## config.mk

```make
export PLATFORM = sky130hd
export DESIGN_NAME = fetch_stage
export DESIGN_NICKNAME = d
export VERILOG_FILES = /design/src/rtl/riscv_pkg.sv /design/src/rtl/fetch_buffer.sv /design/src/rtl/fetch_stage.sv
export SDC_FILE = /design/constraint.sdc
export NUM_CORES = 1
export LEC_CHECK = 0
export ABC_CLOCK_PERIOD_IN_PS = 6750
export BUFFER_PORTS_ARGS = -buffer_cell sky130_fd_sc_hd__buf_2
export CAP_MARGIN = 10
export CORE_ASPECT_RATIO = 0.75
export CORE_MARGIN = 1.5
export CORE_UTILIZATION = 44
export DETAILED_ROUTE_END_ITERATION = 10
export GPL_TIMING_DRIVEN = 1
export HOLD_SLACK_MARGIN = 0.03
export PLACE_DENSITY = 0.7
export SYNTH_ARGS = -nofsm -noshare
export SYNTH_HDL_FRONTEND = slang
export SYNTH_HIERARCHICAL = 1
export SYNTH_SLANG_ARGS = --single-unit
```

## constraint.sdc

```tcl
create_clock -name clk_i -period 6.75 [get_ports clk_i]
set_input_delay 0.675 -clock clk_i [delete_from_list [all_inputs] [get_ports clk_i]]
set_output_delay 0.675 -clock clk_i [all_outputs]
set_load 0.01 [all_outputs]
```

## src/rtl/riscv_pkg.sv

```systemverilog
// Shared definitions for the RISC-V core: bubble instruction, major opcodes,
// fetch-stage state encoding and the default reset PC.
package riscv_pkg;

  // Canonical bubble: addi x0, x0, 0
  localparam logic [31:0] NOP_INSTR = 32'h0000_0013;

  // Major opcode field values (instr[6:0])
  localparam logic [6:0] OPC_LOAD   = 7'b0000011;
  localparam logic [6:0] OPC_STORE  = 7'b0100011;
  localparam logic [6:0] OPC_BRANCH = 7'b1100011;
  localparam logic [6:0] OPC_OP_IMM = 7'b0010011;
  localparam logic [6:0] OPC_OP     = 7'b0110011;
  localparam logic [6:0] OPC_JAL    = 7'b1101111;

  // Default PC after reset (word aligned)
  localparam logic [31:0] DEFAULT_RESET_PC = 32'h0000_0000;

  // Fetch sequencer states
  typedef enum logic [1:0] {
    ST_IDLE  = 2'd0,
    ST_FETCH = 2'd1,
    ST_HOLD  = 2'd2,
    ST_DRAIN = 2'd3
  } fetch_state_t;

endpackage

```

## src/rtl/fetch_buffer.sv

```systemverilog
// One-entry {pc, instr} skid register that catches a fetched word while the
// IF/ID register is held by a stall. Clear wins over load.
module fetch_buffer #(
  parameter int PC_WIDTH = 32
) (
  input  logic                clk_i,
  input  logic                rst_i,
  input  logic                load_i,
  input  logic                clear_i,
  input  logic [PC_WIDTH-1:0] pc_i,
  input  logic [31:0]         instr_i,
  output logic                valid_o,
  output logic [PC_WIDTH-1:0] pc_o,
  output logic [31:0]         instr_o
);

  // Occupancy flag: the only state that needs a defined reset value
  always_ff @(posedge clk_i) begin
    if (rst_i || clear_i) begin
      valid_o <= 1'b0;
    end else if (load_i) begin
      valid_o <= 1'b1;
    end
  end

  // Payload capture; contents are meaningless while valid_o is low
  always_ff @(posedge clk_i) begin
    if (load_i && !clear_i) begin
      pc_o    <= pc_i;
      instr_o <= instr_i;
    end
  end

endmodule

```

## src/rtl/fetch_stage.sv

```systemverilog
// Instruction fetch stage with IF/ID pipeline register. Issues word requests
// over a req/ack handshake, parks one word in a skid buffer during stalls and
// flushes on redirect, draining any request still outstanding at the time.
module fetch_stage #(
  parameter int                 PC_WIDTH  = 32,
  parameter logic [PC_WIDTH-1:0] RESET_PC = PC_WIDTH'(riscv_pkg::DEFAULT_RESET_PC),
  parameter logic [31:0]        NOP_INSTR = riscv_pkg::NOP_INSTR
) (
  input  logic                clk_i,
  input  logic                rst_i,
  output logic                imem_req_o,
  output logic [PC_WIDTH-1:0] imem_addr_o,
  input  logic                imem_ack_i,
  input  logic [31:0]         imem_rdata_i,
  input  logic                stall_i,
  input  logic                redirect_i,
  input  logic [PC_WIDTH-1:0] redirect_pc_i,
  output logic                ifid_valid_o,
  output logic [PC_WIDTH-1:0] ifid_pc_o,
  output logic [31:0]         ifid_instr_o,
  output logic [6:0]          ifid_op_o
);

  import riscv_pkg::*;

  fetch_state_t        state_q, state_d;
  logic [PC_WIDTH-1:0] pc_q, pc_d;
  logic [PC_WIDTH-1:0] drain_addr_q;
  logic [PC_WIDTH-1:0] redirect_target;

  logic                ack;
  logic                ifid_free;
  logic                ifid_load_mem;
  logic                ifid_load_buf;
  logic                flush;
  logic                capture_drain;

  logic                buf_load;
  logic                buf_clear;
  logic                buf_valid;
  logic [PC_WIDTH-1:0] buf_pc;
  logic [31:0]         buf_instr;

  // Target is forced to a word boundary; mask keeps every input bit in use
  assign redirect_target = redirect_pc_i & ~PC_WIDTH'(3);
  assign ack             = imem_ack_i && imem_req_o;
  assign ifid_free       = !ifid_valid_o || !stall_i;
  assign ifid_op_o       = ifid_instr_o[6:0];

  // Request outputs: DRAIN replays the abandoned address so it stays stable
  always_comb begin
    imem_req_o  = (state_q == ST_FETCH) || (state_q == ST_DRAIN);
    imem_addr_o = (state_q == ST_DRAIN) ? drain_addr_q : pc_q;
  end

  // Next-state, PC and datapath steering; redirect overrides everything
  always_comb begin
    state_d       = state_q;
    pc_d          = pc_q;
    ifid_load_mem = 1'b0;
    ifid_load_buf = 1'b0;
    buf_load      = 1'b0;
    buf_clear     = 1'b0;
    flush         = 1'b0;
    capture_drain = 1'b0;

    case (state_q)
      ST_IDLE: begin
        state_d = ST_FETCH;
      end
      ST_FETCH: begin
        if (ack) begin
          pc_d = pc_q + PC_WIDTH'(4);
          if (ifid_free) begin
            ifid_load_mem = 1'b1;
          end else begin
            buf_load = 1'b1;
            state_d  = ST_HOLD;
          end
        end
      end
      ST_HOLD: begin
        if (!stall_i) begin
          ifid_load_buf = 1'b1;
          buf_clear     = 1'b1;
          state_d       = ST_FETCH;
        end
      end
      ST_DRAIN: begin
        if (ack) begin
          state_d = ST_FETCH;
        end
      end
      default: begin
        state_d = ST_IDLE;
      end
    endcase

    if (redirect_i) begin
      pc_d          = redirect_target;
      flush         = 1'b1;
      buf_clear     = 1'b1;
      buf_load      = 1'b0;
      ifid_load_mem = 1'b0;
      ifid_load_buf = 1'b0;
      case (state_q)
        ST_FETCH: begin
          // Unacked request must be completed before the target is fetched
          state_d       = ack ? ST_FETCH : ST_DRAIN;
          capture_drain = !ack;
        end
        ST_DRAIN: begin
          state_d = ack ? ST_FETCH : ST_DRAIN;
        end
        default: begin
          state_d = ST_FETCH;
        end
      endcase
    end
  end

  // Sequencer state and fetch PC
  always_ff @(posedge clk_i) begin
    if (rst_i) begin
      state_q <= ST_IDLE;
      pc_q    <= RESET_PC;
    end else begin
      state_q <= state_d;
      pc_q    <= pc_d;
    end
  end

  // Address of the request being drained after a redirect
  always_ff @(posedge clk_i) begin
    if (capture_drain) begin
      drain_addr_q <= pc_q;
    end
  end

  // IF/ID pipeline register
  always_ff @(posedge clk_i) begin
    if (rst_i) begin
      ifid_valid_o <= 1'b0;
      ifid_pc_o    <= '0;
      ifid_instr_o <= NOP_INSTR;
    end else if (flush) begin
      ifid_valid_o <= 1'b0;
      ifid_instr_o <= NOP_INSTR;
    end else if (ifid_load_mem) begin
      ifid_valid_o <= 1'b1;
      ifid_pc_o    <= pc_q;
      ifid_instr_o <= imem_rdata_i;
    end else if (ifid_load_buf) begin
      ifid_valid_o <= 1'b1;
      ifid_pc_o    <= buf_pc;
      ifid_instr_o <= buf_instr;
    end else if (!stall_i) begin
      ifid_valid_o <= 1'b0;
      ifid_instr_o <= NOP_INSTR;
    end
  end

  fetch_buffer #(
    .PC_WIDTH(PC_WIDTH)
  ) u_fetch_buffer (
    .clk_i   (clk_i),
    .rst_i   (rst_i),
    .load_i  (buf_load),
    .clear_i (buf_clear),
    .pc_i    (pc_q),
    .instr_i (imem_rdata_i),
    .valid_o (buf_valid),
    .pc_o    (buf_pc),
    .instr_o (buf_instr)
  );

endmodule
```

; After elaboration in Yosys (flattened, before gate mapping)
; Index checks and enable logic that the tools add are counted.
[op_classes]
magnitude_cmp = 0
muxes = 35
n_div = 0
eq_ne = 8
n_bitwise = 1
shift = 0
n_addsub = 1
multipliers = 0
reduce_logical = 19
[ops]
columns = operator, count
row1 = 2-to-1 mux 32 bit, 9
row2 = "adder 32 x 3 -> 32 bit, second input constant", 1
row3 = 2-to-1 mux 1 bit, 18
row4 = 2-to-1 mux 2 bit, 7
row5 = "!= test 3 bit, second input constant", 4
row6 = one-hot mux 2 bit (4 select lines), 1
row7 = AND reduction 2 bit, 3
row8 = nonzero test 2 bit, 3
row9 = OR reduction 2 bit, 3
row10 = "equality test 2 bit, second input constant", 2
row11 = zero test 1 bit, 4
row12 = AND reduction 4 bit, 1
row13 = "!= test 3 x 1 -> 1 bit, second input constant", 1
row14 = "equality test 2 x 1 -> 1 bit, second input constant", 1
row15 = logical AND 1 bit, 2
row16 = zero test 2 bit, 1
row17 = logical OR 1 bit, 2
row18 = NOT 1 bit, 1
[totals]
ff_bits = 195
inputBits = 69
wordCells = 73
latch_bits = 0
out_inout_bits = 105
ramBits = 0
mem_bits_ro = 0
mem_count = 0

; Longest topological paths before layout
[logic_depth]
depth_word = 8
mapped_depth = 8
mapped_depth_nobuf = 5

; Hierarchy
; The synthesis kept the hierarchy.
[modules_own_cells]
columns = mod, area_per_inst_um2, seq_area_each_um2, cells_each, instances
row1 = fetch_stage, 6008.3, 2842.7, 688, 1
row2 = fetch_buffer, 1959.4, 1941.9, 68, 1

; Worst setup path before layout
; OpenSTA, ideal clock, no wires.
[synth_path]
kind = in2reg
startpoint = input port redirect_i
endpoint = register drain_addr_q[10] (enable)
slack_ns = 2.863
setup_ns = 0.455
path_buffers = 3
arrival_time_ns = 3.433
t_required_ns = 6.295
path_stages = 5
cell_sequence = inv_1 > clkbuf_1 > clkbuf_1 > buf_1 > nor3_1
[synth_between]
elab_chain_len = 1
[synth_lines]
columns = element, line_no
row1 = "start, declared", fetch_stage.sv:16  ; input logic redirect_i,
row2 = 2-to-1 mux 1 bit, fetch_stage.sv:99  ; if (redirect_i) begin
row3 = named net capture_drain, fetch_stage.sv:36  ; logic capture_drain;
row4 = "end signal, assigned", fetch_stage.sv:136  ; drain_addr_q <= pc_q;
row5 = "end, declared", fetch_stage.sv:28  ; logic [PC_WIDTH-1:0] drain_addr_q;
; The timed path passes the listed nets, and every way through them passes these cells.
; A chain may end at the register's enable or synchronous reset.

; Worst setup path after layout
[layout_path]
startpoint = input port redirect_i
endpoint = register u_fetch_buffer.pc_o[4] (enable)
[layout_between]
elab_chain_len = 3
word_cells_on_any_way = 4
cone_classes = mux: 2 / reduce/logical: 2
[layout_lines]
columns = element, line_no
row1 = 2-to-1 mux 1 bit, fetch_stage.sv:99
row2 = named net buf_clear, fetch_stage.sv:39  ; logic buf_clear;
row3 = zero test 1 bit, fetch_buffer.sv:28  ; if (load_i && !clear_i) begin
row4 = logical AND 1 bit, fetch_buffer.sv:28
row5 = "end signal, assigned", fetch_buffer.sv:29  ; pc_o <= pc_i;
row6 = "end, declared", fetch_buffer.sv:13  ; output logic [PC_WIDTH-1:0] pc_o,
; The timed path passes the listed nets, and every way through them passes these cells.

==> out/metrics.csv <==
metric;value;unit
status;completed;
vias per std cell;5.46;
reported net switching power;0.599;mW
HP Class;in -> reg;
DRT iter0 DRCs;639;
Die Y;119;um
Final min period;3.28;ns
Worst Path Required;6.83;ns
Nets;953;
fraction of layout cells with a size suffix above 1;28.5;%
RSZ-0062 raised after global routing;false;
Setup Skew;0.0115;ns
hold path depth;1;
DRT Wirelength;19.8;mm
clk sink count;191;
metal3 WL;1.16;mm
reg2reg end;u_fetch_buffer/pc_o[4];
max incr delay on CP;0.76;ns
Least-Margin Pin Slew;0.843;ns
Internal;1.87;mW
commonest non-fill, non-tap cell in the layout;buf_2;
H-tree Lvls;4;
Yosys warnings;6;
area grow syn2layout;19.2;%
P_leak;3.56;nW
number of setup violations in the final report;0;
Post-DRT Antenna Nets;0;
# diodes;0;
worst hold path startpoint;imem_rdata_i[10];
area of the core;0.0177;mm^2
Mapped Cells;753;
multi-input logic area;0.00285;mm^2
routability cong.;0.748;
Final Cell Area;0.00947;mm^2
Tcrit/Tclk final;48.6;%
final hold viol count;0;
initial antenna violation count;0;
final max-slew violation count;0;
Avg Cell Area, Syn;10.5;um^2
Hold Path End;u_fetch_buffer/instr_o[10];
kind of end point of the critical path;flip-flop;
vias in the first global route;5693;
synthesized area;0.00794;mm^2
Total Neg Setup Slack;0;ns
WP buf/inv;3;
I/O Buffers;169;
global-route wire length before repair;30.9;mm
critical path cell sequence;buf_2 -> inv_1 -> o21ai_0 -> and2b_2 -> buf_4;
Clock Latency Late Sink;0.44;ns
placed cell area;0.00889;mm^2
Max Buffers Root-to-Sink;2;
CP top delay family;buffers and inverters;
Fmax;0.305;GHz
worst-path fanout max;40;
r2r setup slk;4.13;ns
clock-pin slew on the worst setup and hold paths;0.07;ns
max_cap viols;0;
crit start category;input pin;
vias;6217;
clock share of power;40.2;%
Sequential Power Share;52.1;%
largest net degree at the start of global routing;69;
DIE AREA;0.0189;mm^2
Seq. cell area;0.00476;mm^2
CTS tree;built;
# IOs;174;
DP Wirelength;12.5;mm
Setup Fix Bufs, Post-CTS;0;
number of gates resized after CTS;0;
CP arrival;3.36;ns
hold buffer count at CTS;0;
total CTS buffers;17;
Pre-antenna DRT Iters;5;
power share of the combinational group;7.7;%
crit path max-delay cell type;and2b_2;
worst relative slew slack;43.3;%
CP Class;in -> reg;
Max IR drop VDD;137;uV
Root Driver;clkbuf_16;
r2r startpoint;state_q[0];
Tot Pwr;2.47;mW
Power Density;261;mW/mm^2
Reg2Reg Depth;4;
most frequent cells in the layout;buf_2 (169), nand2_1 (138), dfxtp_1 (97);
WL met2;8.85;mm
filler cell count in the final layout;1596;
gr usage total;21.5;%
row cnt;42;
overflow left after global routing;0;
DR WL/cell;17.4;um
Top Metal Used;met4;
drc violations;0;
Met1 Wirelength;9.62;mm
Switching Fraction;24.3;%
Die Span X;158;um
Starting Density;45.0;%
-- metrics by stage --
| step | worst slack [ns] | utilization (%) | hold WS (ns) | cells |
|---|---|---|---|---|
| finish | 3.47 | 53.6 | 0.423 | 1138 |
| global route | 3.22 | 53.6 | 0.403 | 1138 |
| detailed placement | 2.99 | 50.4 | 0.457 | 1106 |
| global placement | 3.03 | 50.4 | 0.456 | 1106 |
| floorplan | 2.86 | - | 0.420 | 756 |
| CTS | 3.45 | 53.6 | 0.408 | 1138 |
-- cell type report --
type / count / area share (%)
flip-flops and latches: 191 / 50.3
multi-input cells: 480 / 30.1
repair buffers: 180 / 9.81
clock buffers: 21 / 4.97
well taps: 242 / 3.20
clock inverters: 11 / 1.08
inverters: 13 / 0.516
-- worst register-to-register path: stages (launching register included) --
cell      delay, ns
dfxtp_1        0.52
nand2b_1       0.26
o21ai_0        0.09
and2b_2        0.76
buf_4          0.60
-- power groups by stage --
stage          logic (mW)  clock network [mW]  registers, mW
2_1_floorplan       0.114                   0           1.30
3_3_place_gp        0.188                   0           1.31
3_5_place_dp        0.190                   0           1.31
4_1_cts             0.192                1.01           1.29
5_1_grt             0.209                1.06           1.29
6_report            0.190               0.994           1.29
-- state kept, by name (all words and copies together) (netlist names) --
name / cells
ifid_valid_o: 1
state_q: 2
pc_q: 30
u_fetch_buffer/instr_o: 32
u_fetch_buffer/pc_o: 32
ifid_instr_o: 32
drain_addr_q: 30
ifid_pc_o: 32
-- metal layers --
layer / GRT usage, % / vias up
li1: - / 3000
met1: 31.5 / 2994
met2: 32.2 / 202
met3: 4.59 / 21
met4: 5.49 / 0
met5: 0 / -
-- how the worst max path moves through the flow --
stage                from                 endpoint  slack [ns]  depth (start not counted)
3_5_place_dp   redirect_i  u_fetch_buffer/pc_o[27]        2.99                          5
4_1_cts        redirect_i  u_fetch_buffer/pc_o[27]        3.45                          5
3_3_place_gp   redirect_i  u_fetch_buffer/pc_o[29]        3.03                          5
5_1_grt        redirect_i   u_fetch_buffer/pc_o[4]        3.22                          5
2_1_floorplan  redirect_i         drain_addr_q[10]        2.86                          5
6_report       redirect_i   u_fetch_buffer/pc_o[4]        3.47                          5
Power figures use the tool's default switching activity.
